## src/rtl/xnor_pattern_matcher.sv

```systemverilog
// xnor_pattern_matcher
// Serial pattern matcher built on the bitwise XNOR equality primitive.
// A 1-bit stream is shifted into a WIDTH-bit window (newest bit at LSB,
// oldest at MSB). Each enabled sample compares the window against a
// programmable pattern under a per-bit care mask.
//
// Ports:
//   clk         system clock, rising edge
//   rst         synchronous active-high reset
//   en          sample enable; din is shifted in only when en=1
//   din         serial data bit
//   pattern     reference pattern; pattern[WIDTH-1] matches the oldest bit
//   mask        1 = care, 0 = don't-care per bit position
//   cnt_clr     synchronous clear of match_count
//   match       registered one-cycle pulse on a full masked match
//   score       number of care positions that agree in the current window
//   match_count saturating count of matches
//   primed      window holds WIDTH valid bits since last reset or refill
module xnor_pattern_matcher #(
  parameter int WIDTH   = 4,
  parameter int CNT_W   = 8,
  parameter int OVERLAP = 1
) (
  input  logic                       clk,
  input  logic                       rst,
  input  logic                       en,
  input  logic                       din,
  input  logic [WIDTH-1:0]           pattern,
  input  logic [WIDTH-1:0]           mask,
  input  logic                       cnt_clr,
  output logic                       match,
  output logic [$clog2(WIDTH+1)-1:0] score,
  output logic [CNT_W-1:0]           match_count,
  output logic                       primed
);

  localparam int SCORE_W = $clog2(WIDTH + 1);
  localparam int FILL_W  = $clog2(WIDTH + 1);
  localparam logic [FILL_W-1:0] FILL_MAX = FILL_W'(WIDTH);
  localparam logic [CNT_W-1:0]  CNT_MAX  = {CNT_W{1'b1}};
  // Non-overlapping mode empties the fill count after every match.
  localparam bit REFILL = (OVERLAP == 0);

  logic [WIDTH-1:0]   win_r;
  logic [FILL_W-1:0]  fill_r;
  logic               match_r;
  logic [SCORE_W-1:0] score_r;
  logic [CNT_W-1:0]   cnt_r;
  logic               primed_r;

  logic [WIDTH-1:0]   win_n_s;
  logic [FILL_W-1:0]  fill_n_s;
  logic [WIDTH-1:0]   eq_s;
  logic [WIDTH-1:0]   agree_s;
  logic               hit_s;

  // Number of set bits in a window-wide vector.
  function automatic logic [SCORE_W-1:0] popcount(input logic [WIDTH-1:0] v);
    logic [SCORE_W-1:0] c;
    c = {SCORE_W{1'b0}};
    for (int i = 0; i < WIDTH; i++) begin
      c = c + SCORE_W'(v[i]);
    end
    return c;
  endfunction

  // Next window/fill and the masked XNOR comparison against that next window.
  always_comb begin
    win_n_s = {win_r[WIDTH-2:0], din};
    if (fill_r == FILL_MAX) begin
      fill_n_s = FILL_MAX;
    end else begin
      fill_n_s = fill_r + FILL_W'(1);
    end
    // Don't-care positions always read as equal for the match decision,
    // but never contribute to the score.
    eq_s    = ~(win_n_s ^ pattern) | ~mask;
    agree_s = ~(win_n_s ^ pattern) & mask;
    hit_s   = en & (&eq_s) & (fill_n_s == FILL_MAX);
  end

  // Window, fill, outputs and saturating match counter.
  always_ff @(posedge clk) begin
    if (rst) begin
      win_r    <= {WIDTH{1'b0}};
      fill_r   <= {FILL_W{1'b0}};
      match_r  <= 1'b0;
      score_r  <= {SCORE_W{1'b0}};
      cnt_r    <= {CNT_W{1'b0}};
      primed_r <= 1'b0;
    end else begin
      if (en) begin
        win_r   <= win_n_s;
        match_r <= hit_s;
        score_r <= popcount(agree_s);
        if (REFILL && hit_s) begin
          fill_r   <= {FILL_W{1'b0}};
          primed_r <= 1'b0;
        end else begin
          fill_r   <= fill_n_s;
          primed_r <= (fill_n_s == FILL_MAX);
        end
      end else begin
        match_r <= 1'b0;
      end
      // Clear takes priority, but a coincident match still counts as one.
      if (cnt_clr) begin
        cnt_r <= CNT_W'(hit_s);
      end else if (hit_s && (cnt_r != CNT_MAX)) begin
        cnt_r <= cnt_r + CNT_W'(1);
      end else begin
        cnt_r <= cnt_r;
      end
    end
  end

  assign match       = match_r;
  assign score       = score_r;
  assign match_count = cnt_r;
  assign primed      = primed_r;

endmodule

```

## config.mk

```make
export PLATFORM = sky130hd
export DESIGN_NAME = xnor_pattern_matcher
export DESIGN_NICKNAME = d
export VERILOG_FILES = /design/src/rtl/xnor_pattern_matcher.sv
export SDC_FILE = /design/constraint.sdc
export NUM_CORES = 1
export LEC_CHECK = 0
export ABC_AREA = 0
export CAP_MARGIN = 10
export CORE_MARGIN = 2
export CORE_UTILIZATION = 51
export DETAILED_ROUTE_END_ITERATION = 10
export PLACE_DENSITY_LB_ADDON = 0.1
export RECOVER_POWER = 50
export SLEW_MARGIN = 20
export SYNTH_ARGS = -nofsm -noshare
export SYNTH_HDL_FRONTEND = slang
export SYNTH_SLANG_ARGS = --single-unit
```

## constraint.sdc

```tcl
create_clock -name clk -period 4.33 [get_ports clk]
set_clock_uncertainty 0.1 [all_clocks]
set_input_delay 1.299 -clock clk [delete_from_list [all_inputs] [get_ports clk]]
set_output_delay 1.299 -clock clk [all_outputs]
set_load 0.02 [all_outputs]
```

==> summary.txt <==
Global routing
  • Met1 GRT Util: 26.8%
  • Initial antenna violation count: 0
  • Layer carrying the most global-route usage: met2
  • GR Util met3: about 6.7%
  • Global-route wire length before repair: 3.22 mm
  • GR Util All Layers: approximately a fifth
  • Met2 GRT Util: about a third
  • GRT overflow: 0
  • Vias in the first global route: approximately 780
  • Largest net degree at the start of global routing: 16

Setup path
  • Worst setup path startpoint: en
  • CP required: roughly 4500 ps
  • Worst reg2reg path startpoint: fill_r[0]
  • Setup Crit Path Kind: in2reg
  • Critical Path AT: 3620 ps
  • Cell Chain, Critical Path: dlygate4sd3_1 -> nand2_1 -> o32ai_1 -> nand3_1 -> or4_1 -> a21oi_1
  • Startpoint Class: input port
  • Critical Path Sink Type: flip-flop
  • Biggest cell delay along the critical path: 660 ps
  • CP bufs+invs: 1
  • Crit-path max FO: 15
  • Cell family with most CP delay: simple AND/OR/NAND/NOR gates
  • Slowest-stage cell, CP: dlygate4sd3_1

Routing
  • Pre-antenna DRT Iters: 4
  • Drc violations: 0
  • Via-per-instance ratio: approximately 5.3
  • DRT iter0 DRCs: 19
  • Post-Route WL: 1.97 mm
  • Post-route ant nets: 0
  • Routed len/inst: 11.7 um
  • DR vias: 895

Timing
  • Slack of the critical path: 853 ps
  • Slew @ Worst Pin: just over 500 ps
  • Final setup viols: 0
  • F_max: about 290 MHz
  • Final Hold Fails: 0
  • Relative slew slack: 66.0%
  • Final hold slack: 397 ps
  • Setup TNS: 0 ps
  • Final period util: 80.3%
  • Post-layout minimum cycle time: 3480 ps
  • RSZ-0062 raised after global routing: no
  • Final Max Slew Viols: 0

CTS
  • TritonCTS clock tree: yes
  • Root Driver: clkbuf_4
  • Clock-pin slew on the worst setup and hold paths: 110 ps
  • # resized after CTS: 0
  • Post-CTS Setup Bufs: 0
  • CTS hold repair buffers: 0
  • Clock sinks: 19
  • Worst skew pair latency: roughly 300 ps
  • Clock Path Buffers: 2
  • TritonCTS buffer count: 3
  • CTS H-Tree Depth: 1

Placement
  • DP Wirelength: 1.47 mm
  • Port buffer count: 25
  • Dpl cell area: 1270 um2
  • Inst Count DP: 164
  • Placer Congestion: just under 0.8
  • Pre-CTS WS: 887 ps

Logic synthesis
  • Syn_nets: 134
  • Syn_area_per_cell: about 8.7 um2
  • Synthesized area: around 1000 um2
  • Share of the yosys chip area belonging to registers: between 30% and 40%
  • Netlist cell types: 31
  • Yosys reg bits: 19
  • Synth Warn #: 0
  • Mapped Cells: approximately 120

Finish
  • Finished Layout Cells: 168
  • Final core utilization: 67.0%
  • Area Growth Syn to Fin: 27.7%
  • Nets: 161
  • ANT cells: 0
  • Share of layout cells above drive strength 1: under 10%
  • Final Cell Area: around 1300 um2

Power
  • Final Power: 0.325 mW
  • Pwr Density: 255 nW/um2
  • P_leak: 0.514 nW
  • Worst vdd ir: roughly 0.00022 V

Die
  • Die area: 2330 um2
  • Row count: 16
  • Initial Util: between 50% and 60%
  • IO Count: 26
  • Die Span Y: roughly 48 um
  • Die width: 48.2 um
  • Core Region: 1900 um2

Job
  • Max-cap violation count: 0

Hold path
  • Hold Path Class: reg2reg
  • Worst hold start: fill_r[1]

Outcome
  • Outcome: complete, no violations
## per-layer routing
metal  part of all wire [%]  wire [um]
met5                      0          0
met3                    5.1        100
met2                     47        917
met4                      0          0
met1                     48        950
## layout by cell type, fill, tap and decap left out, types with 2 or more instances in the layout
cell type,count
dfxtp_1,19
nor2_1,17
clkdlybuf4s50_1,16
inv_1,9
a21oi_1,9
dlygate4sd3_1,9
nand2_1,7
mux2i_1,7
nand3_1,5
ha_1,5
xor2_1,4
o31ai_1,4
o21ai_0,3
or4_1,3
clkbuf_4,3
a22oi_1,2
nand4_1,2
nor3_1,2
## registers in the layout, indices dropped and copies added (netlist names)
register and flops:
win_r 3, primed 1, score 3, match_count 8, match 1, fill_r 3
## report_power, final
group	total (mW)	leakage [nW]	switching (mW)	internal, mW
sequential	0.183	0.154	0.00352	0.180
combinational	0.0509	0.342	0.0253	0.0256
clock	0.0906	0.0177	0.0562	0.0344
total	0.325	0.514	0.0850	0.240
## final cells by class
type	instances	area (um2)
Fill cell	161	627
Multi-Input combinational cell	83	546
Sequential cell	19	380
Timing Repair Buffer	26	254
Inverter	9	33.8
Tap cell	27	33.8
Clock buffer	3	22.5
Clock inverter	1	5.00
## worst paths after layout
path	to	slack, ps	cells after the start
max reg2reg	match_count[4]	1760	6
max	match_count[4]	850	6
min	fill_r[1]	400	2
min reg2reg	fill_r[1]	400	2
## cell families after synthesis
group	after synthesis	synth area share [%]
and+or+nand+nor	41	20.1
AOI/OAI and AO/OA	24	17.3
DFF	19	38.1
buffers and inverters	13	4.89
muxes	7	7.02
adders and majority gates	6	8.27
xor gates and xnor gates	5	4.39
## synthesized netlist by cell type (all sizes together)
cell type / count / area [um2]
dfxtp: 19 / 380
o211ai: 1 / 7.51
nand4: 2 / 12.5
nor2: 17 / 63.8
xnor2: 1 / 8.76
inv: 9 / 33.8
o311ai: 1 / 8.76
or2: 1 / 6.26
and3: 1 / 6.26
a22oi: 2 / 15.0
xor2: 4 / 35.0
a21oi: 9 / 45.0
nor3: 2 / 10.0
nand3: 5 / 30.0
o21bai: 1 / 7.51
and4b: 1 / 10.0
fa: 1 / 20.0
o32ai: 1 / 27.5
o31ai: 4 / 30.0
or3: 1 / 6.26
o21ai: 3 / 15.0
o41ai: 1 / 8.76
ha: 5 / 62.6
nand2: 7 / 26.3
mux2i: 7 / 70.1
or4: 3 / 22.5
a211oi: 1 / 7.51
clkbuf: 2 / 7.51
nor2b: 1 / 6.26
buf: 2 / 7.51
## worst register-to-register path: cells and delay by family (launching register included)
family	cells	cell delay, ps
simple gates	2	1050
flops	1	410
compound gates	2	580
fa+ha+maj	1	310
buf+inv	1	60
Note: power is estimated with default switching activity, not from simulation.
